$ cat src/rtl/cla_pkg.sv
// Shared types and helpers for the pipelined carry-lookahead adder.
package cla_pkg;

  typedef enum logic {
    OP_ADD = 1'b0,
    OP_SUB = 1'b1
  } op_e;

  function automatic int stages(int n, int blk);
    return n / blk;
  endfunction

endpackage

$ cat src/rtl/cla_block.sv
// Combinational W-bit carry-lookahead group: per-bit carries come from the expanded
// generate/propagate terms, so no carry ripples through the fulladder cells.
module cla_block #(
  parameter int unsigned W = 4
) (
  input  logic [W-1:0] a,
  input  logic [W-1:0] b,
  input  logic         cin,
  output logic [W-1:0] sum,
  output logic         cout,
  output logic         gen,
  output logic         prop
);

  logic [W-1:0] g;
  logic [W-1:0] p;
  logic [W:0]   c;
  logic [W-1:0] unused_co;

  assign g = a & b;
  assign p = a ^ b;

  // c[i+1] = g[i] | p[i]g[i-1] | ... | p[i]..p[0]cin
  always_comb begin
    logic pp;
    c    = '0;
    c[0] = cin;
    gen  = 1'b0;
    for (int i = 0; i < W; i++) begin
      pp     = p[i];
      c[i+1] = g[i];
      for (int j = i - 1; j >= 0; j--) begin
        c[i+1] = c[i+1] | (pp & g[j]);
        pp     = pp & p[j];
      end
      c[i+1] = c[i+1] | (pp & cin);
      gen    = g[i] | (p[i] & gen);
    end
  end

  assign prop = &p;
  assign cout = c[W];

  for (genvar i = 0; i < W; i++) begin : g_bit
    fulladder u_fa (
      .a_i  (a[i]),
      .b_i  (b[i]),
      .c_i  (c[i]),
      .s_o  (sum[i]),
      .co_o (unused_co[i])
    );
  end

endmodule

$ cat src/rtl/fulladder.sv
// Single-bit full adder cell used for the per-bit sums of each lookahead group.
module fulladder (
  input  logic a_i,
  input  logic b_i,
  input  logic c_i,
  output logic s_o,
  output logic co_o
);

  assign s_o  = a_i ^ b_i ^ c_i;
  assign co_o = (a_i & b_i) | (c_i & (a_i ^ b_i));

endmodule

$ cat src/rtl/pipelined_cla_adder.sv
// Pipelined block-CLA adder/subtractor, one BLOCK-bit group per stage, valid/ready streaming.
// Define STATUS_FLAGS_EN to generate the signed-overflow and zero flags.
module pipelined_cla_adder
  import cla_pkg::*;
#(
  parameter int unsigned N     = 16,
  parameter int unsigned BLOCK = 4
) (
  input  logic         clk,
  input  logic         rst_n,
  input  logic         in_valid,
  output logic         in_ready,
  input  logic [N-1:0] a,
  input  logic [N-1:0] b,
  input  logic         cin,
  input  logic         op,
  output logic         out_valid,
  input  logic         out_ready,
  output logic [N:0]   result,
  output logic         ovf,
  output logic         zero
);

  localparam int unsigned STAGES = unsigned'(stages(int'(N), int'(BLOCK)));

  if (N % BLOCK != 0) begin : g_param_err
    $error("pipelined_cla_adder: N must be a multiple of BLOCK");
  end

  logic         adv;
  logic         sub;
  logic [N-1:0] b_eff;
  logic         cin_eff;

  logic [STAGES-1:0]        valid_q, valid_d;
  logic [STAGES-1:0]        carry_q, carry_d;
  logic [STAGES-1:0][N-1:0] a_q, a_d;
  logic [STAGES-1:0][N-1:0] b_q, b_d;
  logic [STAGES-1:0][N-1:0] sum_q, sum_d;

  assign sub     = (op_e'(op) == OP_SUB);
  assign b_eff   = sub ? ~b : b;
  assign cin_eff = sub ? 1'b1 : cin;

  // One global advance: the whole pipe moves or the whole pipe holds.
  assign adv      = !valid_q[STAGES-1] | out_ready;
  assign in_ready = adv;

`ifdef STATUS_FLAGS_EN
  logic [STAGES-1:0] sa_q, sa_d;
  logic [STAGES-1:0] sb_q, sb_d;
`endif

  for (genvar k = 0; k < STAGES; k++) begin : g_stage
    logic [N-1:0]     src_a, src_b, src_sum;
    logic             src_c, src_v;
    logic [BLOCK-1:0] blk_sum;
    logic             blk_cout, blk_gen, blk_prop;
    logic [N-1:0]     nxt_sum;
    logic             unused_gp;

    if (k == 0) begin : g_first
      assign src_a   = a;
      assign src_b   = b_eff;
      assign src_sum = '0;
      assign src_c   = cin_eff;
      assign src_v   = in_valid;
`ifdef STATUS_FLAGS_EN
      assign sa_d[k] = a[N-1];
      assign sb_d[k] = b_eff[N-1];
`endif
    end else begin : g_next
      assign src_a   = a_q[k-1];
      assign src_b   = b_q[k-1];
      assign src_sum = sum_q[k-1];
      assign src_c   = carry_q[k-1];
      assign src_v   = valid_q[k-1];
`ifdef STATUS_FLAGS_EN
      assign sa_d[k] = sa_q[k-1];
      assign sb_d[k] = sb_q[k-1];
`endif
    end

    cla_block #(
      .W (BLOCK)
    ) u_blk (
      .a    (src_a[k*BLOCK +: BLOCK]),
      .b    (src_b[k*BLOCK +: BLOCK]),
      .cin  (src_c),
      .sum  (blk_sum),
      .cout (blk_cout),
      .gen  (blk_gen),
      .prop (blk_prop)
    );

    // Group gen/prop are for a future multi-level lookahead; the stage carry uses cout.
    assign unused_gp = blk_gen ^ blk_prop;

    always_comb begin
      nxt_sum                    = src_sum;
      nxt_sum[k*BLOCK +: BLOCK]  = blk_sum;
    end

    assign a_d[k]     = src_a;
    assign b_d[k]     = src_b;
    assign sum_d[k]   = nxt_sum;
    assign carry_d[k] = blk_cout;
    assign valid_d[k] = src_v;
  end

  always_ff @(posedge clk) begin
    if (!rst_n) begin
      valid_q <= '0;
    end else if (adv) begin
      valid_q <= valid_d;
    end
  end

  // Datapath is not reset; everything visible is qualified by out_valid.
  always_ff @(posedge clk) begin
    if (adv) begin
      a_q     <= a_d;
      b_q     <= b_d;
      sum_q   <= sum_d;
      carry_q <= carry_d;
    end
  end

  // The last stage's operand copies feed nothing and are trimmed by synthesis.
  logic unused_tail;
  assign unused_tail = ^{a_q[STAGES-1], b_q[STAGES-1]};

  assign out_valid = valid_q[STAGES-1];
  assign result    = out_valid ? {carry_q[STAGES-1], sum_q[STAGES-1]} : '0;

`ifdef STATUS_FLAGS_EN
  always_ff @(posedge clk) begin
    if (adv) begin
      sa_q <= sa_d;
      sb_q <= sb_d;
    end
  end

  assign ovf  = out_valid & (sa_q[STAGES-1] ~^ sb_q[STAGES-1])
                          & (sum_q[STAGES-1][N-1] ^ sa_q[STAGES-1]);
  assign zero = out_valid & ~|sum_q[STAGES-1];
`else
  assign ovf  = 1'b0;
  assign zero = 1'b0;
`endif

endmodule

$ cat config.mk
export PLATFORM = sky130hd
export DESIGN_NAME = pipelined_cla_adder
export DESIGN_NICKNAME = d
export VERILOG_FILES = /design/src/rtl/cla_pkg.sv /design/src/rtl/cla_block.sv /design/src/rtl/fulladder.sv /design/src/rtl/pipelined_cla_adder.sv
export SDC_FILE = /design/constraint.sdc
export NUM_CORES = 1
export LEC_CHECK = 0
export CAP_MARGIN = 0
export CORE_UTILIZATION = 34
export CTS_CLUSTER_SIZE = 16
export DETAILED_ROUTE_END_ITERATION = 8
export GPL_TIMING_DRIVEN = 1
export HOLD_SLACK_MARGIN = 0.08
export SETUP_SLACK_MARGIN = 0.2
export SLEW_MARGIN = 10
export SYNTH_ARGS = -nofsm -noshare
export SYNTH_HDL_FRONTEND = slang
export SYNTH_HIERARCHICAL = 1
export SYNTH_SLANG_ARGS = --single-unit
export TNS_END_PERCENT = 5
$ cat constraint.sdc
create_clock -name clk -period 4 [get_ports clk]
set_input_delay 0.8 -clock clk [delete_from_list [all_inputs] [get_ports clk]]
set_output_delay 0.8 -clock clk [all_outputs]
set_load 0.005 [all_outputs]
### Word level (Yosys, flattened, before mapping)

Cells that the tools add are included.
W data, S select, Z words.

* bits in registers: 144
* bits in latches: 0
* RAM bits: 0
* bits in read-only memories: 0
* bits of input ports: 38
* output and inout bits: 21
* memories: 0

* add/sub/neg operators: 0
* multipliers: 0
* divide/modulo/power cells: 0
* order comparisons: 0
* eq/ne operators: 0
* shifts and indexed selects: 0
* mux-type cells: 3
* bitwise logic cells: 146
* reduce and logical (&&, ||, !) cells: 1

Operators by type and width (count)
* $and A1 B1 Y1: 64
* $or A1 B1 Y1: 41
* $xor A1 B1 Y1: 32
* $mux W17: 1
* $and A4 B4 Y4: 4
* $mux W16: 1
* $not A16 Y16: 1
* $xor A4 B4 Y4: 4
* $logic_not A1 Y1: 1
* $mux W1: 1

### Depth between registers and ports, before layout

Gate-level depths: netlist of the first run.

* word-level depth: 8
* gate-level depth with buffers: 6

### Modules after synthesis

The synthesis of the first run kept the hierarchy.

Modules (own cells, without submodules)
* pipelined_cla_adder: times used 1, cells an instance 147, area each 3231.8 µm²
* fulladder: times used 16, cells an instance 1, area each 20.0 µm²
* cla_block at g_stage[0].u_blk ...: times used 2, cells an instance 16, area each 122.6 µm²
* cla_block at g_stage[2].u_blk ...: times used 2, cells an instance 15, area each 108.9 µm²

### Least setup slack after synthesis of the first run

No wires, ideal clock.

* path kind: input to output
* start: in out_ready
* end: out in_ready
* arrival: 2752 ps
* data required time: 3200 ps
* path slack: 448 ps
* stages on the path: 3
* path buffers: 1
* cells stage by stage: nor2b_4 -> buf_6 -> inv_1

* cells in the longest elaborated chain, start to end: 1

RTL lines
* start, declared: line pipelined_cla_adder.sv:18 `input logic out_ready,`
* $or A1 B1 Y1: line pipelined_cla_adder.sv:46 `assign adv = !valid_q[STAGES-1] | out_ready;`
* end, declared: line pipelined_cla_adder.sv:12 `output logic in_ready,`

No other way between the ends.

### Worst setup path after layout of the first run

* start: in op
* end: reg sum_q (netlist bit g_stage[1].src_sum[3]), data pin

* elaborated cells on any way between the ends: 14
* classes of those cells: 2 x mux; 12 x bitwise

RTL lines
* start, declared: line pipelined_cla_adder.sv:16 `input logic op,`
* $mux W16 (*): line pipelined_cla_adder.sv:42 `assign b_eff = sub ? ~b : b;`
* via b_eff[0]: line pipelined_cla_adder.sv:32 `logic [N-1:0] b_eff;`
* $and A4 B4 Y4 / $xor A4 B4 Y4 (equally long branches): line cla_block.sv:20, cla_block.sv:21
* $and A1 B1 Y1, on equally long branches: line cla_block.sv:33, cla_block.sv:34
* $or A1 B1 Y1 / $and A1 B1 Y1 (equally long branches): line cla_block.sv:33, cla_block.sv:36
* $or A1 B1 Y1 (*): line cla_block.sv:36 `c[i+1] = c[i+1] | (pp & cin);`
* via g_stage[0].u_blk.c[3]: line cla_block.sv:17 `logic [W:0] c;`
* $xor A1 B1 Y1 (*): line fulladder.sv:10 `assign s_o = a_i ^ b_i ^ c_i;`
* via g_stage[0].blk_sum[3]: line pipelined_cla_adder.sv:57 `logic [BLOCK-1:0] blk_sum;`
* end signal, assigned: line pipelined_cla_adder.sv:124 `sum_q <= sum_d;`
* end, declared: line pipelined_cla_adder.sv:39 `logic [STAGES-1:0][N-1:0] sum_q, sum_d;`

Mark *: on every way through the listed nets, which the timed path passes. The rest lies on a longest branch.
A chain may end at the register's enable or synchronous reset.

==> results of run 1 <==
==> per-stage QoR <==
stage | instance area [sq um] | worst slack [ns] | power, mW
after detailed placement | 4680 | 0.824 | 1.63
after global placement | 4680 | 0.873 | 1.61
after global routing | 4950 | 1.09 | 2.50
final | 4950 | 1.19 | 2.37
after CTS | 4950 | 1.17 | 2.42
after floorplan | 3970 | 0.448 | 1.53
==> layer usage <==
metal / share of wire (%) / up-vias / global-route usage [%]
met4: 2.1 / 0 / 4.86
met1: 42 / 881 / 11.0
li1: - / 899 / -
met2: 52 / 43 / 15.9
met5: 0 / - / 0
met3: 3.4 / 10 / 2.67
==> cells in the final DEF, fill, tap and decap left out, types with 3 or more instances in the layout <==
cell type,instances
clkbuf_16,9
xor2_1,16
ha_1,16
and2_2,7
edfxtp_1,92
clkdlybuf4s50_1,56
clkinvlp_4,3
mux2i_1,3
fa_1,16
a21oi_1,6
and2_1,10
a21o_1,10
nand2_1,8
dfxtp_1,4
buf_4,3
==> critical path, stage by stage <==
cell and delay [ns]:
clkdlybuf4s50_1 0.64, xor2_1 0.28, ha_1 0.29, a21o_1 0.22, a31o_1 0.23, fa_1 0.42
==> final cells by class <==
class | instances | area, sq um
clock buffer | 9 | 225
multi-input combinational | 107 | 1050
timing repair buffer | 59 | 583
sequential | 96 | 2840
tap | 143 | 179
clock inverter | 7 | 48.8
inverter | 5 | 21.3
fill | 1003 | 6420
==> flip-flops by register name (all words and copies together) (netlist names) <==
| signal | cells |
|---|---|
| sum_q | 16 |
| carry_q | 4 |
| g_stage.src_a | 24 |
| g_stage.src_sum | 24 |
| g_stage.src_b | 24 |
| valid_q | 4 |
==> power groups by stage <==
stage	Sequential [mW]	Clock, mW	Combinational, mW
finish	1.40	0.769	0.203
global route	1.42	0.845	0.236
CTS	1.40	0.805	0.206
detailed placement	1.43	0	0.205
global placement	1.42	0	0.195
floorplan	1.41	0	0.126
==> worst paths after layout <==
| kind | slack (ns) | end | from | depth (start not counted) |
|---|---|---|---|---|
| min reg2reg | 0.41 | sum_q[54] | g_stage[3].src_sum[6] | 0 |
| max reg2reg | 1.78 | g_stage[2].src_b[12] | valid_q[3] | 4 |
| max | 1.19 | g_stage[1].src_sum[3] | op | 6 |
| min | 0.41 | sum_q[54] | g_stage[3].src_sum[6] | 0 |
==> impl_metrics.csv, run 1 <==
group,metric,value,unit
final_layout,fin_nets,348,
pwr,pwr_density_cell,479,mW/mm^2
setup_path,path_class,"primary input to flop",
route,wirelength,5.25,mm
flow_run,max_cap_viol_count,0,
sta,tightestPinTransition,0.660,ns
floorplan,rows,39,
final_layout,final_core_util,43.5,%
pwr,seqPwrFrac,59.0,%
sta,maxSlewViolCount,0,
clock_tree,cts_setup_buffers,0,
route,vias_per_cell,4.30,
final_layout,drive_above_1_share,11.0,%
sta,max_slew_margin,56.0,%
sta,final_hold_viol_count,0,
route,wire_per_inst,12.3,microns
grt,grt_max_degree,55,
setup_path,cp_max_fo,6,
floorplan,die_h,110,microns
clock_tree,cts.clk_slew.worst_paths,0.06,ns
logic_synthesis,netlist_area,0.00396,sq mm
setup_path,crit_required,4.08,ns
floorplan,die_w,110,microns
placement,placed_cells,410,
floorplan,die_area,0.0121,sq mm
clock_tree,cts_resized,0,
sta,setup_viol,0,
route,ant_nets,0,
floorplan,start_util,34.9,%
placement,gp_congestion,0.729,
pwr,ir_drop,188,uV
sta,timing.final.crit_period,2.81,ns
grt,antenna_found_initial,0,
sta,rsz0062_at_grt,"no",
logic_synthesis,postSynthAreaPerCell,18.6,sq um
sta,period_share,70.4,%
pwr,combPwrFrac,8.6,%
sta,tns,0,ns
logic_synthesis,synthCells,213,
route,drt_first_pass_iters,4,
logic_synthesis,yosysWarnings,6,
setup_path,cp-start-kind,"primary input",
grt,grt_pass1_vias,1816,
clock_tree,cts_tree,"done",
worst_hold_path,min_path_type,"flop to flop",
route,drt_iter0_drc,63,
grt,grtUsageTotal,9.45,%
setup_path,endpoint_kind,"flop",
pwr,p_clk_share,32.4,%
floorplan,core_area,0.0114,sq mm
sta,whs,0.413,ns
placement,place_hpwl,3.56,mm
clock_tree,cts_hold_buf,0,
sta,fin_skew,0.00774,ns
route,via_count,1833,
sta,fmax,0.355,GHz
clock_tree,cts_buffer_depth,2,
pwr,p_sw_share,21.1,%
final_layout,diodes,0,
clock_tree,cts.sinks,96,
grt,grt_pass1_wl,8.31,mm
setup_path,worstPathArrival,2.89,ns
clock_tree,clk_latency,0.33,ns
pwr,p_sw,502,uW
placement,port_buffers,56,
grt,grt_overflow,0,
pwr,internal_power,1.87,mW
run_status,status,"finished clean",
final_layout,stdcell_count,426,
clock_tree,h-tree-depth,3,
route,drc,0,
pwr,p_leak,1.88,nW
final_layout,syn_to_final_growth,24.9,%
floorplan,pin_count,59,
clock_tree,cts_inserted_buffers,9,
clock_tree,clockRootBuffer,"clkbuf_16",
Note: power is estimated with default switching activity, not from simulation.
==> run 2, diff against run 1 <==
clock period = 2.3 ns   (was 4 ns; I/O delays follow)
==> impl_metrics.csv, run 2 (synthesis results as in run 1) <==
group,metric,value,unit
grt,grt_overflow,0,
pwr,power,4.27,mW
sta,whs,0.418,ns
final_layout,final_cell_mix,"92 x edfxtp_1, 52 x clkdlybuf4s50_1, 16 x ha_1, 16 x fa_1, 16 x buf_4",
placement,place_area,0.00478,sq mm
worst_hold_path,min_path_type,"flop to flop",
placement,gp_congestion,0.713,
placement,place_hpwl,3.76,mm
clock_tree,cts_inserted_buffers,9,
sta,period_share,90.9,%
pwr,ir_drop,359,uV
grt,grt_pass1_vias,1846,
setup_path,r2r-end,"g_stage[3].src_sum[11]",
setup_path,reg2regPathDepth,6,
grt,antenna_found_initial,0,
setup_path,cp-start-kind,"flop",
setup_path,rrSetupSlack,0.21,ns
pwr,p_leak,1.98,nW
floorplan,start_util,34.9,%
final_layout,final_core_util,44.9,%
route,drt_iter0_drc,43,
setup_path,worstPathArrival,2.17,ns
worst_hold_path,whs_path_depth,0,
route,vias_per_cell,4.21,
setup_path,path_class,"flop to flop",
sta,rsz0062_at_grt,"yes",
final_layout,mostFrequentLayoutCell,"edfxtp_1",
sta,final_hold_viol_count,0,
route,via_count,1853,
final_layout,syn_to_final_growth,29.0,%
setup_path,crit_required,2.38,ns
run_status,status,"finished clean",
route,drc,0,
final_layout,postLayoutCellArea,0.00511,sq mm
final_layout,diodes,0,
flow_run,max_cap_viol_count,0,
floorplan,die_w,110,microns
floorplan,die_h,110,microns
clock_tree,clk_latency,0.33,ns
sta,maxSlewViolCount,0,
placement,port_buffers,56,
sta,fmax,0.478,GHz
worst_hold_path,hold_start,"g_stage[1].src_sum[0]",
grt,grt_pass1_wl,8.51,mm
clock_tree,cts_buffer_depth,2,
clock_tree,cts_tree,"done",
clock_tree,cts.clk_slew.worst_paths,0.07,ns
clock_tree,h-tree-depth,3,
sta,fin_skew,0.00642,ns
setup_path,worstReg2RegStart,"g_stage[2].src_a[8]",
worst_hold_path,hold_path_end,"g_stage[2].src_sum[0]",
clock_tree,cts.sinks,96,
final_layout,seq_area,0.00285,sq mm
sta,setup_viol,0,
clock_tree,clockRootBuffer,"clkbuf_16",
sta,timing.final.crit_period,2.09,ns
route,wire_per_inst,12.5,microns
floorplan,rows,39,
grt,grtUsageTotal,9.94,%
grt,grt_max_degree,54,
floorplan,pin_count,59,
route,drt_first_pass_iters,4,
final_layout,num-fill-cells,1039,
floorplan,die_area,0.0121,sq mm
final_layout,multi_input_area,0.00107,sq mm
route,wirelength,5.51,mm
sta,layout_setup_ws,0.209,ns
setup_path,endpoint_kind,"flop",
pwr,pwr_density_cell,835,mW/mm^2
final_layout,fin_nets,362,
floorplan,core_area,0.0114,sq mm
setup_path,crit_path_start,"g_stage[2].src_a[8]",
placement,dp_slack,-0.416,ns
route,ant_nets,0,
setup_path,cp_max_fo,2,
final_layout,drive_above_1_share,16.2,%
## run 2: cell count changes in the layout (fill, tap and decap cells not counted), moves of 2 or more
cell and delta:
clkinv_2 +2, xor2_1 -2, clkdlybuf4s50_1 -4, clkinv_4 -2
buf_4 +13, dlygate4sd2_1 +3, xor2_2 +2
## run 2: routing by layer
layer / part of all wire, % / vias to the layer above / track usage, %
li1: - / 920 / -
met1: 40 / 889 / 10.1
met2: 54 / 38 / 17.9
met3: 4.2 / 6 / 3.20
met4: 1.5 / 0 / 5.43
met5: 0 / - / 0
## run 2: through the flow
step	instances	setup TNS (ns)
global route	440	0
detailed placement	422	-1.04
floorplan	214	-11.04
CTS	440	0
global placement	422	-0.894
finish	440	0
## run 2: what timing repair did
item / in CTS / in global routing
hold buffers: 0 / 0
pin swaps: 3 / 0
hold endpoints to repair: 0 / 0
setup buffers: 2 / 0
gates resized for setup: 6 / 2
endpoints found under the setup margin: 5 / 4
## run 2: power breakdown
group | internal (mW) | total (mW) | switching [mW] | leakage (nW)
clock | 0.837 | 1.44 | 0.601 | 0.138
combinational | 0.218 | 0.395 | 0.177 | 0.832
sequential | 2.33 | 2.43 | 0.100 | 1.01
total | 3.39 | 4.27 | 0.878 | 1.98
## run 2: worst max-delay path by stage
| stage | slack (ns) | end | depth (start not counted) |
|---|---|---|---|
| 6_report | 0.21 | g_stage[3].src_sum[11] | 6 |
| 5_1_grt | 0.14 | sum_q[63] | 6 |
| 4_1_cts | 0.16 | in_ready | 4 |
| 3_5_place_dp | -0.42 | g_stage[1].src_sum[3] | 7 |
| 3_3_place_gp | -0.35 | g_stage[1].src_sum[3] | 6 |
| 2_1_floorplan | -0.12 | carry_q[0] | 3 |
## run 2: cell type report
class                      count  share of cell area, %
sequential                    96                   55.7
multi-input combinational    107                   21.0
timing repair buffer          73                   13.7
clock buffer                  10                   4.48
tap                          143                   3.50
clock inverter                 6                   1.18
inverter                       5                  0.441
## run 2: worst max-delay path, cell delays in order (launching register included)
cell and delay (ns):
edfxtp_1 0.42, ha_1 0.32, a21o_1 0.23, a21oi_4 0.20
inv_2 0.06, a21o_1 0.19, fa_1 0.42
==> RTL edit: new RTL, config.mk and constraints of run 2 <==
Set the parameter `BLOCK` to 2 (it was 4).
--- a/src/rtl/pipelined_cla_adder.sv
+++ b/src/rtl/pipelined_cla_adder.sv
@@ -4,7 +4,7 @@
   import cla_pkg::*;
 #(
   parameter int unsigned N     = 16,
-  parameter int unsigned BLOCK = 4
+  parameter int unsigned BLOCK = 2
 ) (
   input  logic         clk,
   input  logic         rst_n,
Behaviour: not the same (a bounded check fails within 10 cycles, from zero or initial values and one cycle with rst_n low).
==> RTL edit against run 2 <==
- setup slack improved by 0.067 ns
- count of clock-buffer cells in the layout grew 7
- routed wire length rose by 45%
- cell area is 67% higher
- non-clock buffer count down 8
- sequential cell count increased by 104
- critical path depth is 3 lower
- total power grew 86%
- area after synthesis grew 76%
- critical endpoint is now result[9]
- clock skew is 0.0023 ns higher
- die area up 75%
- sequential share of layout area increased by 14 points
==> RTL edit: results (changes against run 2) <==
Run status
  – Status: complete, no violations (unchanged)

STA
  – Clock Skews: 0.00875 ns (was 0.00642 ns)
  – Smallest hold slack: 0.412 ns (was 0.418 ns)

Placed design
  – Post-DP HPWL: 4.79 mm (was 3.76 mm)
  – Global placer's final weighted congestion: 0.622 (was 0.713)
  – Pre-CTS setup slack: -0.0911 ns (was -0.416 ns)
  – DP Cell Count: 636 (was 422)

Clocking
  – H-tree Lvls: 4 (was 3)
  – Worst skew pair latency: 0.42 ns (was 0.33 ns)
  – Num CTS Buffers: 17 (was 9)

Critical path
  – CP max FO: 9 (was 2)
  – R2r setup slk: 0.61 ns (was 0.21 ns)
  – Worst r2r src: valid_q[7]$_SDFFE_PN0P_ (was g_stage[2].src_a[8]$_DFFE_PP_)
  – FF-to-FF End: g_stage[6].src_sum[8]$_DFFE_PP_ (was g_stage[3].src_sum[11]$_DFFE_PP_)
  – R2R cell count: 4 (was 6)
  – Critical path arrival: 1.56 ns (was 2.17 ns)

Min path
  – Hold path endpoint: g_stage[7].src_sum[8]$_DFFE_PP_ (was g_stage[2].src_sum[0]$_DFFE_PP_)
  – Critical hold path startpoint: g_stage[6].src_sum[8]$_DFFE_PP_ (was g_stage[1].src_sum[0]$_DFFE_PP_)

Global routing
  – Initial antenna violation count: 0 (unchanged)
  – First-pass GRT wire length: 13.3 mm (was 8.51 mm)
  – Vias in the first global route: 2820 (was 1846)
  – Gr usage total: 0.0819 (was 0.0994)
  – Largest net degree at the start of global routing: 76 (was 54)

Power and ir drop
  – Pleak: 3.25 nW (was 1.98 nW)
  – Peak VDD IR: 0.565 mV (was 0.359 mV)

Layout
  – Final Non-Filler Cells: 669 (was 440)
  – Fill cell count: 1791 (was 1039)
  – Layout cells sized above 1: 0.105 (was 0.162)
  – Fin nets: 456 (was 362)

Drt
  – Vias/cell: 4.01 (was 4.21)
  – Final wirelength: 7.98 mm (was 5.51 mm)
  – Detailed Route Iter0 Violations: 148 (was 43)

Synthesis
  – Syn Area/Cell: 22.7 um^2 (was 18.6 um^2)
  – Yosys warning count: 6 (unchanged)
[RTL edit: area by class of cell]
| cell class | instances | area, um^2 | share of cell area |
|---|---|---|---|
| Sequential cell | 200 | 5930 | 0.693 |
| Multi-Input combinational cell | 101 | 1020 | 0.120 |
| Timing Repair Buffer | 65 | 693 | 0.0811 |
| Clock buffer | 17 | 425 | 0.0498 |
| Tap cell | 270 | 338 | 0.0395 |
| Clock inverter | 15 | 141 | 0.0165 |
| Inverter | 1 | 3.75 | 0.000439 |
[RTL edit: layer usage]
| metal | vias to the layer above | part of all wire | GRT usage |
|---|---|---|---|
| li1 | 1311 | - | - |
| met1 | 1296 | 0.42 | 0.0915 |
| met2 | 64 | 0.51 | 0.134 |
| met3 | 15 | 0.040 | 0.0273 |
| met4 | 0 | 0.027 | 0.0553 |
| met5 | - | 0 | 0 |
[RTL edit: what timing repair did]
item                                    in CTS  in global routing
endpoints found under the setup margin       5                  5
buffers inserted                             0                  0
gates resized for setup                      1                  3
cloned                                       0                  1
endpoints found under the hold margin        0                  0
[RTL edit: how the worst max path moves through the flow]
stage                            start                              end  slack [ns]
6_report       valid_q[7]$_SDFFE_PN0P_                        result[9]        0.28
5_1_grt        valid_q[7]$_SDFFE_PN0P_                        result[8]        0.19
4_1_cts        valid_q[7]$_SDFFE_PN0P_                       result[13]        0.22
3_5_place_dp                        op  g_stage[1].src_sum[1]$_DFFE_PP_       -0.09
3_3_place_gp                        op  g_stage[1].src_sum[1]$_DFFE_PP_       -0.04
2_1_floorplan                out_ready                         in_ready        0.28
[RTL edit: stage by stage]
step	cell area [um^2]	power, mW	setup TNS [ns]
floorplan	7000	5.06	0
global placement	7950	5.20	-0.0446
detailed placement	7950	5.25	-0.0911
CTS	8520	8.07	0
global route	8550	8.31	0
finish	8550	7.96	0
[RTL edit: report_power, final]
| group | total [mW] | internal, mW | switching, mW |
|---|---|---|---|
| Clock | 2.81 | 1.52 | 1.29 |
| Sequential | 4.89 | 4.72 | 0.170 |
| Combinational | 0.254 | 0.152 | 0.101 |
| Total | 7.96 | 6.39 | 1.57 |
[RTL edit: worst max-delay path, stage by stage (launching register included)]
cell and delay, ns:
dfxtp_2 0.37, clkbuf_16 0.16, and2_1 0.12, clkdlybuf4s50_1 0.50
